`src/rtl/fifo_stream_reader_pkg.sv`:
```
// rtl/fifo_stream_reader_pkg.sv - shared constants and types for the FIFO stream reader
// Contents:
//   RD_LAT     read latency of the upstream FIFO in cycles (only 1 is handled)
//   SKID_DEPTH number of words the skid buffer can hold
//   occ_t      occupancy count type wide enough for 0..SKID_DEPTH
package fifo_stream_reader_pkg;
  localparam int RD_LAT     = 1;
  localparam int SKID_DEPTH = 2;
  localparam int OCC_W      = $clog2(SKID_DEPTH + 1);

  typedef logic [OCC_W-1:0] occ_t;
endpackage

```
`src/rtl/fifo_stream_reader_skid_buf.sv`:
```
// rtl/fifo_stream_reader_skid_buf.sv - 2-entry register skid buffer with push/pop
// Ports:
//   clk, rst_n  clock, asynchronous active-low reset
//   push        write push_data into the tail entry this cycle
//   push_data   word to store
//   pop         retire the head entry this cycle
//   head_data   contents of the head entry
//   cnt         number of stored words (0..2)
module stream_skid_buf
  import fifo_stream_reader_pkg::*;
#(
  parameter int WIDTH = 32
) (
  input  logic             clk,
  input  logic             rst_n,
  input  logic             push,
  input  logic [WIDTH-1:0] push_data,
  input  logic             pop,
  output logic [WIDTH-1:0] head_data,
  output occ_t             cnt
);

  logic [WIDTH-1:0] mem_q [SKID_DEPTH];
  logic [WIDTH-1:0] mem_d [SKID_DEPTH];
  logic             head_q, head_d;
  logic             tail_q, tail_d;
  occ_t             cnt_q, cnt_d;

  // Push and pop are independent: a simultaneous push/pop moves both
  // pointers and leaves the count unchanged.
  always_comb begin
    mem_d  = mem_q;
    head_d = head_q;
    tail_d = tail_q;
    if (push) begin
      mem_d[tail_q] = push_data;
      tail_d        = ~tail_q;
    end
    if (pop) begin
      head_d = ~head_q;
    end
    cnt_d = cnt_q + occ_t'(push) - occ_t'(pop);
  end

  always_ff @(posedge clk or negedge rst_n) begin
    if (!rst_n) begin
      mem_q  <= '{default: '0};
      head_q <= 1'b0;
      tail_q <= 1'b0;
      cnt_q  <= '0;
    end else begin
      mem_q  <= mem_d;
      head_q <= head_d;
      tail_q <= tail_d;
      cnt_q  <= cnt_d;
    end
  end

  assign head_data = mem_q[head_q];
  assign cnt       = cnt_q;

endmodule

```
`src/rtl/fifo_stream_reader.sv`:
```
// rtl/fifo_stream_reader.sv - FIFO read port to valid/ready stream adapter
// Ports:
//   clk, rst_n  clock, asynchronous active-low reset
//   en          allow new FIFO reads (buffered/in-flight words still drain)
//   fifo_empty  FIFO empty flag
//   fifo_re     FIFO read enable
//   fifo_rdata  FIFO read data, valid the cycle after fifo_re
//   m_valid     stream valid (skid buffer non-empty)
//   m_ready     consumer ready
//   m_data      stream data (skid buffer head)
//   word_cnt    stream handshakes since reset, wrapping
//   busy        buffer non-empty or a read in flight
module fifo_stream_reader
  import fifo_stream_reader_pkg::*;
#(
  parameter int WIDTH = 32,
  parameter int CNTW  = 16
) (
  input  logic             clk,
  input  logic             rst_n,
  input  logic             en,
  input  logic             fifo_empty,
  output logic             fifo_re,
  input  logic [WIDTH-1:0] fifo_rdata,
  output logic             m_valid,
  input  logic             m_ready,
  output logic [WIDTH-1:0] m_data,
  output logic [CNTW-1:0]  word_cnt,
  output logic             busy
);

  if (RD_LAT != 1) begin : g_rd_lat_check
    $error("fifo_stream_reader only supports a FIFO read latency of 1");
  end

  logic            inflight_q, inflight_d;
  logic [CNTW-1:0] word_cnt_q, word_cnt_d;
  occ_t            buf_cnt;
  logic            pop;
  logic [2:0]      occ_next;

  stream_skid_buf #(
    .WIDTH (WIDTH)
  ) u_skid (
    .clk       (clk),
    .rst_n     (rst_n),
    .push      (inflight_q),
    .push_data (fifo_rdata),
    .pop       (pop),
    .head_data (m_data),
    .cnt       (buf_cnt)
  );

  assign m_valid = (buf_cnt != '0);
  assign pop     = m_valid & m_ready;

  // Occupancy after this cycle, counting the word already in flight, must
  // leave room for the word a new read would return next cycle.
  always_comb begin
    occ_next   = 3'({1'b0, buf_cnt}) + {2'b0, inflight_q} - {2'b0, pop};
    fifo_re    = en & ~fifo_empty & (occ_next < 3'd2);
    inflight_d = fifo_re;
    word_cnt_d = word_cnt_q + CNTW'(pop);
  end

  always_ff @(posedge clk or negedge rst_n) begin
    if (!rst_n) begin
      inflight_q <= 1'b0;
      word_cnt_q <= '0;
    end else begin
      inflight_q <= inflight_d;
      word_cnt_q <= word_cnt_d;
    end
  end

  assign word_cnt = word_cnt_q;
  assign busy     = m_valid | inflight_q;

endmodule

```
`config.mk`:
```
export PLATFORM = sky130hd
export DESIGN_NAME = fifo_stream_reader
export DESIGN_NICKNAME = d
export VERILOG_FILES = /design/src/rtl/fifo_stream_reader_pkg.sv /design/src/rtl/fifo_stream_reader_skid_buf.sv /design/src/rtl/fifo_stream_reader.sv
export SDC_FILE = /design/constraint.sdc
export NUM_CORES = 1
export LEC_CHECK = 0
export ABC_CLOCK_PERIOD_IN_PS = 2680
export CAP_MARGIN = 20
export CORE_MARGIN = 5
export CORE_UTILIZATION = 30
export DETAILED_ROUTE_END_ITERATION = 7
export HOLD_SLACK_MARGIN = 0.15
export PLACE_DENSITY = 0.59
export SKIP_LAST_GASP = 1
export SYNTH_ARGS = -nofsm -noshare
export SYNTH_HDL_FRONTEND = slang
export SYNTH_HIERARCHICAL = 1
export SYNTH_SLANG_ARGS = --single-unit
```
`constraint.sdc`:
```
create_clock -name clk -period 2.68 [get_ports clk]
set_input_delay 0.536 -clock clk [delete_from_list [all_inputs] [get_ports clk]]
set_output_delay 0.536 -clock clk [all_outputs]
set_load 0.005 [all_outputs]
```
[Yosys cells after proc, flatten, opt, wreduce, memory -nomap -nowiden]
Index checks and enable logic that the tools add are counted.
Word-level totals
  input bits: 37
  word-level logic and storage cells: 33
  flip-flop bits (word level): 85
  output and inout port bits: 51
Operators by class
  multiplexer cells: 6
  reductions and logical operators: 2
  add/subtract/negate cells: 5
  bitwise operators: 9
  $lt $le $gt $ge: 4
Operators with widths (number)
  32-bit two-way mux: 4
  64-bit bitwise mux: 1
  32-bit demux with 1-bit select: 1
  16-bit by 1-bit adder with 16-bit output: 1
  2-bit greater-or-equal comparator (second input constant): 2
  1-bit NOT with 2-bit output: 2
  2-bit by 1-bit adder with 3-bit output: 1
  1-bit bitwise AND: 3
  3-bit by 2-bit less-than comparator with 1-bit output (second input constant): 1
  1-bit NOT: 3
  3-bit by 1-bit subtractor with 3-bit output: 1
  2-bit by 1-bit adder with 2-bit output: 1
  2-bit by 1-bit less-than comparator with 1-bit output (second input constant): 1
  2-bit nonzero test: 1
  2-bit by 1-bit subtractor with 2-bit output: 1
  1-bit logical AND: 1
  1-bit bitwise OR: 1

[Depth between registers and ports, before layout]
  word-level depth: 6
  depth in mapped cells: 7
  depth with buffers taken out: 7

[Cells and area by module]
The synthesis kept the hierarchy.
Modules (own cells, without submodules)
  stream_skid_buf: area an instance 3086.7 um2, instances 1, cells each 185, sequential area each 1701.6 um2
  fifo_stream_reader: area an instance 828.3 um2, instances 1, cells each 68, sequential area each 425.4 um2

[Worst setup path before layout]
Ideal clock, no wire load.
  path type: reg2out
  start point: register u_skid.cnt_q[1] (netlist: u_skid/cnt[1])
  end point: output port fifo_re
  setup slack: 0.112 ns
  data arrival time: 2.032 ns
  stages on the path, launching flop included: 8
  data required time: 2.144 ns
  path buffers: 0
  cell sequence: dfrtp_1 > or2_1 > and2_1 > ha_1 > nand2b_1 > fa_1 > xor2_1 > nor3_1
Between the ends
  word-level cells in the longest chain between the ends: 5
  elaborated cells between the ends (all ways): 6
  classes of those cells: add/sub: 2; order compare: 1; bitwise: 2; reduce/logical: 1
RTL lines
  start: declaration: line fifo_stream_reader_skid_buf.sv:27  | occ_t cnt_q, cnt_d;
  start signal: assignment: line fifo_stream_reader_skid_buf.sv:55  | cnt_q <= cnt_d;
  2-bit nonzero test: line fifo_stream_reader.sv:54  | assign m_valid = (buf_cnt != '0);
  via m_valid: line fifo_stream_reader.sv:25  | output logic m_valid,
  1-bit bitwise AND: line fifo_stream_reader.sv:55  | assign pop = m_valid & m_ready;
  via pop: line fifo_stream_reader.sv:39  | logic pop;
  3-bit by 1-bit subtractor with 3-bit output: line fifo_stream_reader.sv:60  | occ_next = 3'({1'b0, buf_cnt}) + {2'b0, inflight_q} - {2'b0, pop};
  3-bit by 2-bit less-than comparator with 1-bit output: line fifo_stream_reader.sv:61  | fifo_re = en & ~fifo_empty & (occ_next < 3'd2);
  1-bit bitwise AND: line fifo_stream_reader.sv:61
  end: declaration: line fifo_stream_reader.sv:23  | output logic fifo_re,
The timed path passes the listed nets, and every way through them passes these cells.

[Worst setup path in the final report]
  start point: input port m_ready
  end point: output port fifo_re
Between the ends
  word-level cells in the longest chain between the ends: 4
RTL lines
  start: declaration: line fifo_stream_reader.sv:26  | input logic m_ready,
  1-bit bitwise AND: line fifo_stream_reader.sv:55
  via pop: line fifo_stream_reader.sv:39
  3-bit by 1-bit subtractor with 3-bit output: line fifo_stream_reader.sv:60
  3-bit by 2-bit less-than comparator with 1-bit output: line fifo_stream_reader.sv:61
  1-bit bitwise AND: line fifo_stream_reader.sv:61
The timed path passes the listed nets, and every way through them passes these cells.

==> results.sh <==
export IMPL_stdcell_count=525
export IMPL_status="finished, violations left"
export IMPL_core_sq_mm=0.01272
export IMPL_syn_cell_area_sq_mm=0.003915
export IMPL_multi_input_area_sq_mm=0.001693
export IMPL_cts_buffers=9
export IMPL_antennaDiodeCount=0
export IMPL_hp_class="in -> async"
export IMPL_fp_dieW_um=124.2
export IMPL_drt_iter0_drc=48
export IMPL_antenna_left=0
export IMPL_slew_headroom_pct=37.69
export IMPL_p_leak_uw=0.002248
export IMPL_initial_core_util_pct=30.77
export IMPL_mostFrequentLayoutCells="85 x clkdlybuf4s50_1, 84 x dfrtp_1, 36 x mux2_2, 30 x mux2_4, 30 x mux2_1"
export IMPL_grt_max_degree=49
export IMPL_dp_slack_ns=-0.6991
export IMPL_vias=2295
export IMPL_synthMuxAreaShare_pct=30.49
export IMPL_cts_max_path_buffers=2
export IMPL_crit_path_max_fanout=2
export IMPL_irDropWorstVdd_mv=0.4389
export IMPL_synth_compound_area_share_pct=0
export IMPL_worstMarginPinSlew_ns=0.9314
export IMPL_period_needed_ns=2.921
export IMPL_wl_per_cell_um=15.62
export IMPL_finalHoldViolCount=0
export IMPL_drc=0
export IMPL_wirelength_um=8198
export IMPL_ctsRootBufferMaster="clkbuf_16"
export IMPL_reg2reg_depth=9
export IMPL_h_tree_depth=3
export IMPL_dp_cells=507
export IMPL_seqCellArea_sq_mm=0.002128
export IMPL_fin_ws_ns=-0.2407
export IMPL_syn_avg_cell_area_sq_um=15.47
export IMPL_viasPerCell=4.371
export IMPL_overflow=0
export IMPL_synth_top_family_by_area="multiplexers"
export IMPL_synth_xor_area_share_pct=4.251
export IMPL_synth_cell_types=27
export IMPL_setup_violations_final=1
export IMPL_grt_usage_pct=11.15
export IMPL_portBuffers=87
export IMPL_fin_nets=391
export IMPL_place_gp_congestion=0.7138
export IMPL_cp_startpoint="m_ready"
export IMPL_cts_tree="yes"
export IMPL_syn_nets=296
export IMPL_syn_inst=253
export IMPL_r2r_start="u_skid/cnt[1]"
export IMPL_die_y_um=124.2
export IMPL_clkTransAtPathRegs_ns=0.06
export IMPL_rows=41
export IMPL_drive_gt1_share_pct=29.18
export IMPL_hpwl_um=5509
export IMPL_cp_arrival_ns=2.38
export IMPL_timing_fmax_mhz=342.4
export IMPL_final_common_cell="clkdlybuf4s50_1"
export IMPL_yosys_warnings=6
export IMPL_fin_worst_skew_ns=0.006611
export IMPL_violations="setup timing"
export IMPL_cp_start_kind="input port"
export IMPL_finalMaxSlewViolations=0
export IMPL_synth_simple_gate_area_share_pct=5.433
export IMPL_cts_sinks=85
export IMPL_ys_ff_latch=85
export IMPL_dieArea_sq_mm=0.01543
export IMPL_total_power_uw=6003
export IMPL_clock_latency_ns=0.33
export IMPL_end_kind="output pin"
export IMPL_cap_violations=0
export IMPL_drt_pass1_iterations=4
export IMPL_fillCellCount=1246
export IMPL_cp_endpoint="fifo_re"
export IMPL_ys_seq_area_share_pct=54.33
export IMPL_tns_ns=-0.2407
export IMPL_grt_pass1_vias=2686
export IMPL_synthAdderAreaFrac_pct=2.109
export IMPL_cts_hold_fix_buffers=0
export IMPL_io_pins=88
export IMPL_antenna_found_initial=0
export IMPL_synthToLayoutAreaGrowth_pct=34.74
export IMPL_grt_setup_unrepaired="true"
export IMPL_grt_pass1_wl_um=13940
export IMPL_crit_type="in -> out"
export IMPL_powerDensity_mw_per_mm2=1138
export IMPL_required_ns=2.14
export IMPL_timing_rr_end="word_cnt[8]"
export IMPL_finalCritPeriodShare_pct=109.0
export IMPL_r2r_setup_slack_ns=0.64
-- final cells by class --
class	count	share of cell area, %
repair buffers	95	17.98
flip-flops and latches	85	40.35
multi-input cells	152	32.09
clock inverters	4	0.4744
well taps	172	4.080
clock buffers	12	4.673
inverters	5	0.3558
-- worst max-delay path, cell delays in order --
cell	delay [ns]
clkdlybuf4s50_1	0.45
and2_4	0.15
ha_4	0.19
nand2b_4	0.13
fa_1	0.54
nand2_1	0.06
nor3_2	0.18
buf_2	0.14
-- Yosys cell counts --
cell type / number / area share [%]
buf_6: 1 / 0.29
or3_1: 1 / 0.16
buf_4: 3 / 0.58
nor2b_1: 1 / 0.16
buf_12: 3 / 1.5
and4_1: 1 / 0.22
xor2_1: 11 / 2.5
buf_2: 4 / 0.51
mux2_1: 30 / 8.6
ha_1: 5 / 1.6
nand4_4: 1 / 0.54
nor2_1: 1 / 0.096
mux2_4: 30 / 12
nand3_2: 1 / 0.26
or2_1: 1 / 0.16
nand2b_1: 1 / 0.16
and2_1: 1 / 0.16
mux2_2: 36 / 10
xnor2_1: 8 / 1.8
dfrtp_1: 85 / 54
nand4_1: 4 / 0.64
nand3_1: 3 / 0.38
inv_1: 5 / 0.48
nor3_1: 5 / 0.64
fa_1: 1 / 0.51
nor4_2: 4 / 1.3
nand2_1: 6 / 0.58
-- registers in the layout, summed over array words and instances, names as in the netlist --
signal / flops
inflight_q: 1
word_cnt: 16
u_skid/head_q: 1
u_skid/tail_q: 1
u_skid/cnt: 2
u_skid/mem_q: 64
-- where the power goes --
group | switching, uW | internal (uW)
clock | 474 | 650
sequential | 373 | 1860
combinational | 846 | 1800
-- what timing repair did --
action / in CTS / in global routing
pin swaps: 5 / 0
endpoints found under the setup margin: 1 / 1
hold endpoints to repair: 0 / 0
setup buffers: 2 / 0
resized for setup: 8 / 0
-- worst min path at each step --
stage / start / end / slack, ns / depth (start not counted)
global placement: word_cnt[15] / word_cnt[15] / 0.46 / 1
finish: rst_n / word_cnt[0] / 0.24 / 1
detailed placement: word_cnt[15] / word_cnt[15] / 0.47 / 1
floorplan: rst_n / inflight_q / 0.24 / 0
global route: rst_n / word_cnt[2] / 0.28 / 1
CTS: rst_n / word_cnt[2] / 0.25 / 1
-- metrics by stage --
stage	hold slack, ns	util (%)	area, sq um
after floorplan	0.2404	-	3915
after global placement	0.4607	39.03	4966
after detailed placement	0.4654	39.03	4966
after CTS	0.2457	41.46	5275
after global routing	0.2848	41.46	5275
final	0.2418	41.46	5275
-- cells by family (layout without fill, tap and decap cells) --
group	Yosys count	in the layout
XOR/XNOR	19	19
adder cells (fa/ha/maj)	6	6
buffers and inverters	16	116
multiplexers	96	96
flip-flops	85	85
AND/OR/NAND/NOR	31	31
-- per-layer routing --
layer | up-vias | global-route usage, % | share of wire (%)
met3 | 11 | 3.559 | 5.5
met2 | 61 | 17.24 | 46
met5 | - | 0 | 0
met4 | 0 | 4.642 | 1.9
li1 | 1073 | - | -
met1 | 1150 | 14.41 | 47
No activity file was read; power rests on OpenSTA's default activity.
